File: src/rtl/fifo_ctrl.sv
// Control and storage stage of the 8-entry FIFO: request decode into a
// registered state, occupancy count, head/tail pointers and read-data register.
module fifo_ctrl #(
    parameter int DATA_WIDTH = 32
) (
    input  logic                  clk,
    input  logic                  reset_n,
    input  logic                  wr_en,
    input  logic                  rd_en,
    input  logic [DATA_WIDTH-1:0] d_in,
    output logic [DATA_WIDTH-1:0] d_out,
    output logic [2:0]            state,
    output logic [3:0]            data_count,
    output logic [2:0]            head,
    output logic [2:0]            tail
);

    localparam logic [2:0] S_INIT   = 3'b000;
    localparam logic [2:0] S_WRITE  = 3'b001;
    localparam logic [2:0] S_WR_ERR = 3'b010;
    localparam logic [2:0] S_NO_OP  = 3'b011;
    localparam logic [2:0] S_READ   = 3'b100;
    localparam logic [2:0] S_RD_ERR = 3'b101;

    localparam logic [3:0] DEPTH = 4'd8;

    typedef struct packed {
        logic wr;
        logic rd;
    } req_t;

    req_t                  req;
    logic [2:0]            next_state;
    logic                  do_wr;
    logic                  do_rd;
    logic [DATA_WIDTH-1:0] mem [8];

    assign req = '{wr: wr_en, rd: rd_en};

    // Decode ignores the current state entirely; full/empty use the
    // pre-edge count so the error states guard the count range.
    always_comb begin
        next_state = S_NO_OP;
        unique case ({req.wr, req.rd})
            2'b10:   next_state = (data_count < DEPTH)  ? S_WRITE : S_WR_ERR;
            2'b01:   next_state = (data_count != 4'd0)  ? S_READ  : S_RD_ERR;
            default: next_state = S_NO_OP;
        endcase
    end

    assign do_wr = (next_state == S_WRITE);
    assign do_rd = (next_state == S_READ);

    always_ff @(posedge clk or negedge reset_n) begin
        if (!reset_n) begin
            state      <= S_INIT;
            data_count <= 4'd0;
            head       <= 3'd0;
            tail       <= 3'd0;
            d_out      <= '0;
        end else begin
            state <= next_state;
            if (do_wr) begin
                tail       <= tail + 3'd1;
                data_count <= data_count + 4'd1;
            end
            if (do_rd) begin
                d_out      <= mem[head];
                head       <= head + 3'd1;
                data_count <= data_count - 4'd1;
            end
        end
    end

    // Storage is deliberately not reset; entries are only read after a write.
    always_ff @(posedge clk) begin
        if (do_wr)
            mem[tail] <= d_in;
    end

endmodule

File: config.mk
export PLATFORM = sky130hd
export DESIGN_NAME = fifo_ctrl
export DESIGN_NICKNAME = d
export VERILOG_FILES = /design/src/rtl/fifo_ctrl.sv
export SDC_FILE = /design/constraint.sdc
export NUM_CORES = 1
export LEC_CHECK = 0
export CAP_MARGIN = 20
export CORE_UTILIZATION = 50
export CTS_CLUSTER_DIAMETER = 30
export DETAILED_ROUTE_END_ITERATION = 10
export PLACE_DENSITY_LB_ADDON = 0.3
export SLEW_MARGIN = 20
export SYNTH_ARGS = -nofsm -noshare
export SYNTH_HDL_FRONTEND = slang
export SYNTH_SLANG_ARGS = --single-unit
export TNS_END_PERCENT = 1
File: constraint.sdc
create_clock -name clk -period 11.33 [get_ports clk]
set_input_delay 1.133 -clock clk [delete_from_list [all_inputs] [get_ports clk]]
set_output_delay 1.133 -clock clk [all_outputs]
set_load 0.02 [all_outputs]
==> results of run 1 <==
cell type report:
type / instances / area, sq um
Clock buffer: 64 / 1400
Inverter: 8 / 30.0
Multi-Input combinational cell: 226 / 2590
Tap cell: 285 / 357
Fill cell: 1478 / 8040
Clock inverter: 30 / 464
Sequential cell: 301 / 8820
Timing Repair Buffer: 91 / 938
stage by stage:
stage | hold WS, ps | cell area (sq um) | util
after detailed placement | 522 | 12600 | 0.558
after floorplan | 625 | 11500 | -
after global placement | 513 | 12600 | 0.558
final | 524 | 14600 | 0.645
after CTS | 531 | 14500 | 0.641
after global routing | 558 | 14600 | 0.645
power breakdown:
group	leakage, nW	internal (mW)	switching [mW]
clock network	0.902	1.11	0.525
logic	1.23	0.398	0.363
registers	2.82	1.32	0.117
total	4.95	2.82	1.00
registers in the layout, indices dropped and copies added (netlist names):
register    count
d_out          32
data_count      4
head            3
mem           256
state           3
tail            3
layer usage:
metal,vias to the layer above,track usage,share of wire
met5,-,0,0
met4,0,0.0662,0.020
met3,45,0.0411,0.051
met2,166,0.329,0.51
met1,2909,0.241,0.41
li1,2499,-,-
kinds of logic after synthesis:
group / count (synthesis) / share of synthesized area
and+or+nand+nor: 68 / 0.0280
buffers and inverters: 34 / 0.0166
adders and majority gates: 8 / 0.00933
AOI/OAI and AO/OA: 46 / 0.0230
xor gates and xnor gates: 5 / 0.00380
muxes: 99 / 0.155
DFF: 301 / 0.764
synthesized netlist by cell type:
cell / count
a211o_1: 1
a211oi_1: 1
a21o_1: 2
a21oi_1: 35
a21oi_2: 1
a221o_1: 1
a221oi_2: 1
buf_1: 3
buf_2: 12
buf_4: 5
buf_6: 4
clkbuf_1: 2
dfrtp_1: 45
edfxtp_1: 256
fa_1: 1
ha_1: 7
inv_1: 7
inv_2: 1
mux2_2: 2
mux2i_1: 33
mux4_2: 64
nand2_1: 5
nand2b_1: 5
nand3_1: 2
nand3_2: 1
nand3b_1: 1
nor2_1: 44
nor2b_1: 4
nor3_1: 2
nor3b_1: 2
nor4b_4: 1
o21ai_0: 3
o32a_1: 1
or2_2: 1
xnor2_1: 2
xor2_1: 3
worst paths after layout:
path                                      end  slack [ps]
worst max-delay path            data_count[3]        7200
max in group asynchronous             head[0]       10220
worst min register to register       d_out[3]         520
worst min-delay path                 d_out[3]         520
min in group asynchronous            state[2]         620
worst max register to register  data_count[3]        8120
worst max-delay path, cell delays in order:
cell and delay, ps:
clkdlybuf4s50_1 480, inv_1 70, ha_1 250, nor4b_4 170
a21oi_2 300, nand3_2 160, inv_2 80, buf_4 590
ha_1 380, a21o_1 180, a21oi_1 330, mux2i_1 130
o32a_1 290
==> results.json, run 1 <==
{
  "status": "finished, final reports clean",
  "timing.setup.tns_ps": 0,
  "cp-end-kind": "flop",
  "synth_top_area_cell": "edfxtp_1",
  "cts_hold_buffers": 0,
  "r2r-start": "data_count[1]",
  "n_antenna_cell": 0,
  "relSlewSlack": 0.286,
  "wl_mm": 21.4,
  "total_power_mw": 3.83,
  "io_buffer_count": 80,
  "cts_max_level": 2,
  "fp-row-count": 55,
  "drive_above_1_share": 0.250,
  "ys_seq_area_frac": 0.764,
  "start_util": 0.510,
  "synth_area_sq_um": 11500,
  "synth_cells": 561,
  "max_slew.worst_pin.slew_ps": 1070,
  "layout_commonest_cell": "edfxtp_1",
  "setup_ws_ps": 7200,
  "dpl.hpwl_mm": 11.8,
  "period_minus_slack_ps": 4130,
  "fmax_mhz": 242,
  "worst_hold_startpoint": "d_out[3]",
  "synthDistinctLibCells": 36,
  "critPathKind": "in2reg",
  "grtUsageTotal": 0.191,
  "drv_cap": 0,
  "nNetsFinal": 723,
  "root_buffer": "clkbuf_16",
  "clock_skew_ps": 15.5,
  "ios": 81,
  "peakVddDrop_v": 0.000124,
  "final_cell_mix": "edfxtp_1, clkdlybuf4s50_1, mux4_2",
  "cts_tree": "built",
  "grt-ovfl-total": 0,
  "avgRoutedWirePerCell_um": 21.3,
  "post-route-period-util": 0.364,
  "power.density_nw_per_um2": 262,
  "insertion_delay_ps": 540,
  "clk_pin_slew_worst_paths_ps": 50,
  "grt_max_degree": 74,
  "synth.top_cell.area_share": 0.666,
  "leakagePower_nw": 4.95,
  "die_w_um": 154,
  "hold_class": "reg2reg",
  "required_ps": 11750,
  "detail-route-antenna-nets": 0,
  "ys.warnings.count": 0,
  "arrival_ps": 4540,
  "crit_path_max_fanout": 73,
  "vias": 5619,
  "vias_per_cell": 5.59,
  "slew_violations": 0,
  "yosys-top-cells-area": "edfxtp_1, mux4_2, dfrtp_1, mux2i_1, a21oi_1",
  "cts_buffer_depth": 3,
  "cts.sinks": 301,
  "cts_resized": 0,
  "ff2ff_path_depth": 10,
  "ys_seq_elements": 301,
  "core-area_sq_um": 22600,
  "setup-violations-final": 0,
  "final-hold-violation-count": 0,
  "rsz0062_at_grt": "false",
  "die-area_sq_um": 23700,
  "grt_pass1_vias": 6187,
  "dp_cells": 907,
  "drtIter0Drc": 359,
  "detail_route.first_pass.iterations": 4,
  "cp-startpoint": "wr_en",
  "postCtsSetupRepairBufs": 0,
  "fin_cells": 1005,
  "area_growth_pct": 26.5,
  "syn_area_per_cell_sq_um": 20.6,
  "grt_antenna_before_repair": 0,
  "die_h_um": 154,
  "pre_cts_slack_ps": 6710,
  "crit_path_start_kind": "input port",
  "syn_nets": 605,
  "grt_pass1_wl_mm": 34.2,
  "cts_buffers": 51,
  "place_congestion": 0.818,
  "route.detailed.drc": 0,
  "holdPathStages": 2
}
No activity file was read; power rests on OpenSTA's default activity.
==> run 2, diff against run 1 <==
clock period = 3.8 ns   (was 11.33 ns; I/O delays follow)
==> run 2 against run 1 <==
Die area unchanged. First-iteration DRC count decreased by 12%. Highest routed layer unchanged. Via count up 1.1%. Non-clock buffer count up 6. Clock skew increased by 9.8 ps.
==> results.json, run 2 (same netlist as run 1, synthesis figures left out) <==
{
  "cts.sinks": 301,
  "max_stage_delay_ps": 680,
  "grt_antenna_before_repair": 0,
  "die_w_um": 154,
  "core-area_sq_um": 22600,
  "grt-ovfl-total": 0,
  "n_fill_cell": 1506,
  "fmax_mhz": 329,
  "use_met3": 0.0400,
  "hold_class": "in2async",
  "status": "finished, final reports clean",
  "cp-startpoint": "wr_en",
  "critPathKind": "in2reg",
  "final_cell_mix": "edfxtp_1, clkdlybuf4s50_1, mux4_2",
  "place_congestion": 0.755,
  "met1_usage": 0.258,
  "drtIter0Drc": 317,
  "grt_use_met2": 0.339,
  "cts_max_level": 2,
  "io_buffer_count": 80,
  "start_util": 0.510,
  "detail_route.first_pass.iterations": 6,
  "cts_buffer_depth": 3,
  "slew_violations": 0,
  "power_frac_clock": 0.414,
  "crit_chain": "clkdlybuf4s50_1 -> inv_1 -> ha_1 -> nor2b_1 -> a221oi_2 -> or2_2 -> nor3_4 -> buf_4",
  "top_regs": "mem: 256 flops, d_out: 32 flops, data_count: 4 flops",
  "insertion_delay_ps": 550,
  "dpl_cell_area_sq_um": 12800,
  "setup-violations-final": 0,
  "die_h_um": 154,
  "p_seq_frac": 0.371,
  "slowest_stage": "nor3_4",
  "cp-end-kind": "flop",
  "route.detailed.drc": 0,
  "utilization": 0.642,
  "relSlewSlack": 0.277,
  "pre_cts_slack_ps": 156,
  "ios": 81,
  "grt_pass1_vias": 6196,
  "p_sw_mw": 2.98,
  "dpl.hpwl_mm": 12.6,
  "largest_reg_flops": 256,
  "drive_above_1_share": 0.257,
  "area_growth_pct": 26.0,
  "grtUsageTotal": 0.198,
  "die-area_sq_um": 23700,
  "final_area_sq_um": 14500,
  "n_antenna_cell": 0,
  "post-route-period-util": 0.801,
  "required_ps": 4000,
  "arrival_ps": 3250,
  "avgRoutedWirePerCell_um": 21.6,
  "swShare": 0.267,
  "peakVddDrop_v": 0.000457,
  "r2r-start": "data_count[0]",
  "cts_resized": 0,
  "drv_cap": 0,
  "fp-row-count": 55,
  "nNetsFinal": 730,
  "root_buffer": "clkbuf_16",
  "rsz0062_at_grt": "false",
  "wl_mm": 21.9,
  "detail-route-antenna-nets": 0,
  "layout_commonest_cell": "edfxtp_1",
  "cp_num_buf_inv": 3,
  "grt_max_degree": 70,
  "top_register": "mem",
  "total_power_mw": 11.1,
  "cts_buffers": 52,
  "clock_skew_ps": 25.3,
  "crit_path_max_fanout": 18,
  "power.density_nw_per_um2": 766,
  "max_slew.worst_pin.slew_ps": 1080,
  "period_minus_slack_ps": 3040,
  "timing.setup.tns_ps": 0,
  "vias": 5679,
  "cp_top_family": "simple AND/OR/NAND/NOR gates",
  "final-hold-violation-count": 0,
  "vias_per_cell": 5.60,
  "leakagePower_nw": 4.93,
  "setup_ws_ps": 757,
  "internal_power_mw": 8.16,
  "clk_pin_slew_worst_paths_ps": 50,
  "crit_path_start_kind": "input port",
  "top_usage_layer": "met2",
  "grt_pass1_wl_mm": 35.2,
  "cts_tree": "built",
  "postCtsSetupRepairBufs": 0,
  "comb_power_share": 0.215
}
## run 2: changes by cell type in the layout (fill, tap and decap cells not counted), moves of 2 or more
cell        before  now
buf_4            8   13
bufinv_16       10    7
clkbuf_1         8    6
clkinv_1         1    4
clkinv_2         4    6
clkinvlp_4       3    8
inv_8            2    0
## run 2: stage by stage
| stage | hold WS [ps] | cells |
|---|---|---|
| floorplan | 84.4 | 561 |
| global placement | 511 | 916 |
| detailed placement | 516 | 916 |
| CTS | 526 | 1014 |
| global route | 534 | 1014 |
| finish | 508 | 1014 |
## run 2: worst min-delay path, delay by kind of cell
family                 cells  cell delay (ps)
buffers and inverters      3             1130
## run 2: final timing paths
check	endpoint	slack, ps	depth (start not counted)
min reg2reg	d_out[11]	520	2
max	mem[1][12]	760	8
min in group clk	d_out[11]	520	2
max reg2reg	mem[1][12]	900	5
min	d_out[11]	510	3
max in group asynchronous	head[0]	2780	3
## run 2: routing by layer
metal	vias to the layer above	wire length, um
li1	2529	-
met1	2932	8840
met2	174	11400
met3	44	1300
met4	0	435
met5	-	0
## run 2: final cells by class
cell class                      count  area, sq um  area share
Timing Repair Buffer               97          963      0.0662
Clock inverter                     37          428      0.0294
Clock buffer                       60         1350      0.0929
Sequential cell                   301         8820       0.606
Multi-Input combinational cell    226         2590       0.178
Inverter                            8         30.0     0.00206
Tap cell                          285          357      0.0245
## run 2: power groups by stage
| stage | clock network [mW] | logic, mW | registers [mW] |
|---|---|---|---|
| 6_report | 4.62 | 2.39 | 4.13 |
| 5_1_grt | 4.85 | 2.59 | 4.16 |
| 4_1_cts | 4.69 | 2.45 | 4.13 |
| 3_5_place_dp | 0 | 2.43 | 4.19 |
| 3_3_place_gp | 0 | 2.41 | 4.17 |
| 2_1_floorplan | 0 | 1.35 | 4.39 |
## run 2: repair_timing
item / 4_1_cts / 5_1_grt
endpoints found under the setup margin: 0 / 0
hold buffers: 1 / 0
endpoints found under the hold margin: 18 / 0
==> run 3, diff against run 2 <==
clock period = 2.5 ns   (was 3.8 ns; I/O delays follow)
==> run 3 against run 2 <==
Clock skew fell by 14 ps. Core utilization rose by 2.1 points. Register-to-register slack got worse by 680 ps. Critical path depth fell by 6. Sequential power rose by 54%. Largest power group unchanged.
==> results.json, run 3 (same netlist as run 1, synthesis figures left out) <==
{
  "cts_buffers": 53,
  "period_minus_slack_ps": 2300,
  "die_w_um": 154,
  "grtUsageTotal": 0.210,
  "leakagePower_nw": 5.18,
  "max_slew.worst_pin.slew_ps": 591,
  "wl_mm": 23.8,
  "vias": 5962,
  "grt_max_degree": 48,
  "clock_skew_ps": 11.0,
  "cts_resized": 0,
  "insertion_delay_ps": 540,
  "cts_hold_buffers": 1,
  "ios": 81,
  "required_ps": 2250,
  "layout_commonest_cell": "edfxtp_1",
  "cts_max_level": 2,
  "slowest_stage": "clkdlybuf4s50_1",
  "top_register": "mem",
  "start_util": 0.510,
  "arrival_ps": 2050,
  "status": "finished, final reports clean",
  "fp-row-count": 55,
  "nNetsFinal": 761,
  "drv_cap": 0,
  "die-area_sq_um": 23700,
  "cts.sinks": 301,
  "hold_class": "in2async",
  "drtIter0Drc": 438,
  "cp_top_family": "buffers and inverters",
  "peakVddDrop_v": 0.000523,
  "drive_above_1_share": 0.300,
  "relSlewSlack": 0.606,
  "cts_tree": "built",
  "avgRoutedWirePerCell_um": 22.7,
  "critPathKind": "reg2out",
  "cp_num_buf_inv": 2,
  "power.density_nw_per_um2": 1170,
  "crit_path_max_fanout": 25,
  "crit_chain": "buf_12 -> clkdlybuf4s50_1",
  "grt_pass1_wl_mm": 36.9,
  "n_fill_cell": 1394,
  "fmax_mhz": 435,
  "route.detailed.drc": 0,
  "timing.setup.tns_ps": 0,
  "max_stage_delay_ps": 660,
  "rsz0062_at_grt": "false",
  "vias_per_cell": 5.71,
  "whs_ps": 257,
  "post-route-period-util": 0.921,
  "core-area_sq_um": 22600,
  "final_cell_mix": "edfxtp_1, clkdlybuf4s50_1, mux4_2",
  "largest_reg_flops": 256,
  "setup-violations-final": 0,
  "root_buffer": "clkbuf_16",
  "detail_route.first_pass.iterations": 4,
  "die_h_um": 154,
  "final-hold-violation-count": 0,
  "cp-end-kind": "output pin",
  "crit_path_start_kind": "flop",
  "area_growth_pct": 30.2,
  "io_buffer_count": 80,
  "n_antenna_cell": 0,
  "grt_antenna_before_repair": 0,
  "slew_violations": 0,
  "place_congestion": 0.740,
  "postCtsSetupRepairBufs": 0,
  "top_regs": "mem: 256 flops, d_out: 32 flops, data_count: 4 flops",
  "dpl.hpwl_mm": 14.1,
  "grt-ovfl-total": 0,
  "grt_pass1_vias": 6362,
  "detail-route-antenna-nets": 0,
  "cts_buffer_depth": 3,
  "clk_pin_slew_worst_paths_ps": 50
}
run 3: cell types whose count changed in the layout (fill, tap and decap cells not counted), sizes merged:
cell,before,now
bufinv,7,10
inv,16,18
clkinvlp,8,7
buf,17,47
clkbuf,60,53
clkinv,14,18
run 3: per-stage QoR:
step,worst slack [ps],utilization,std cells,power [mW],cell area (sq um)
finish,199,0.664,1045,17.6,15000
floorplan,-80.5,-,561,8.76,11600
global placement,-147,0.580,946,10.2,13100
detailed placement,-200,0.580,946,10.3,13100
CTS,159,0.664,1045,17.8,15000
global route,110,0.664,1045,18.3,15000
run 3: final timing paths:
path                               startpoint       endpoint  slack, ps  depth (start not counted)
worst max register to register  data_count[2]      mem[3][8]        220                          8
worst min register to register       d_out[0]       d_out[0]        520                          2
worst min-delay path                  reset_n  data_count[1]        260                          2
max in group asynchronous             reset_n      d_out[12]       1510                          3
min in group clk                      d_in[2]      mem[3][2]        460                          1
worst max-delay path                  head[0]        head[0]        200                          2
run 3: layer usage:
| metal | track usage | part of all wire | routed length, um |
|---|---|---|---|
| met5 | 0 | 0 | 0 |
| met4 | 0.0690 | 0.023 | 536 |
| met3 | 0.0400 | 0.048 | 1150 |
| met2 | 0.362 | 0.51 | 12200 |
| met1 | 0.270 | 0.41 | 9860 |
run 3: cell type report:
cell class	instances	area, sq um	area share
Clock buffer	53	1330	0.0883
Clock inverter	45	563	0.0375
Inverter	8	30.0	0.00200
Multi-Input combinational cell	226	2600	0.173
Sequential cell	301	8820	0.587
Tap cell	285	357	0.0237
Timing Repair Buffer	127	1330	0.0883
run 3: power breakdown:
| group | total [mW] | switching [mW] | internal (mW) |
|---|---|---|---|
| sequential | 6.34 | 0.374 | 5.96 |
| clock | 7.48 | 2.52 | 4.96 |
| combinational | 3.81 | 1.88 | 1.92 |
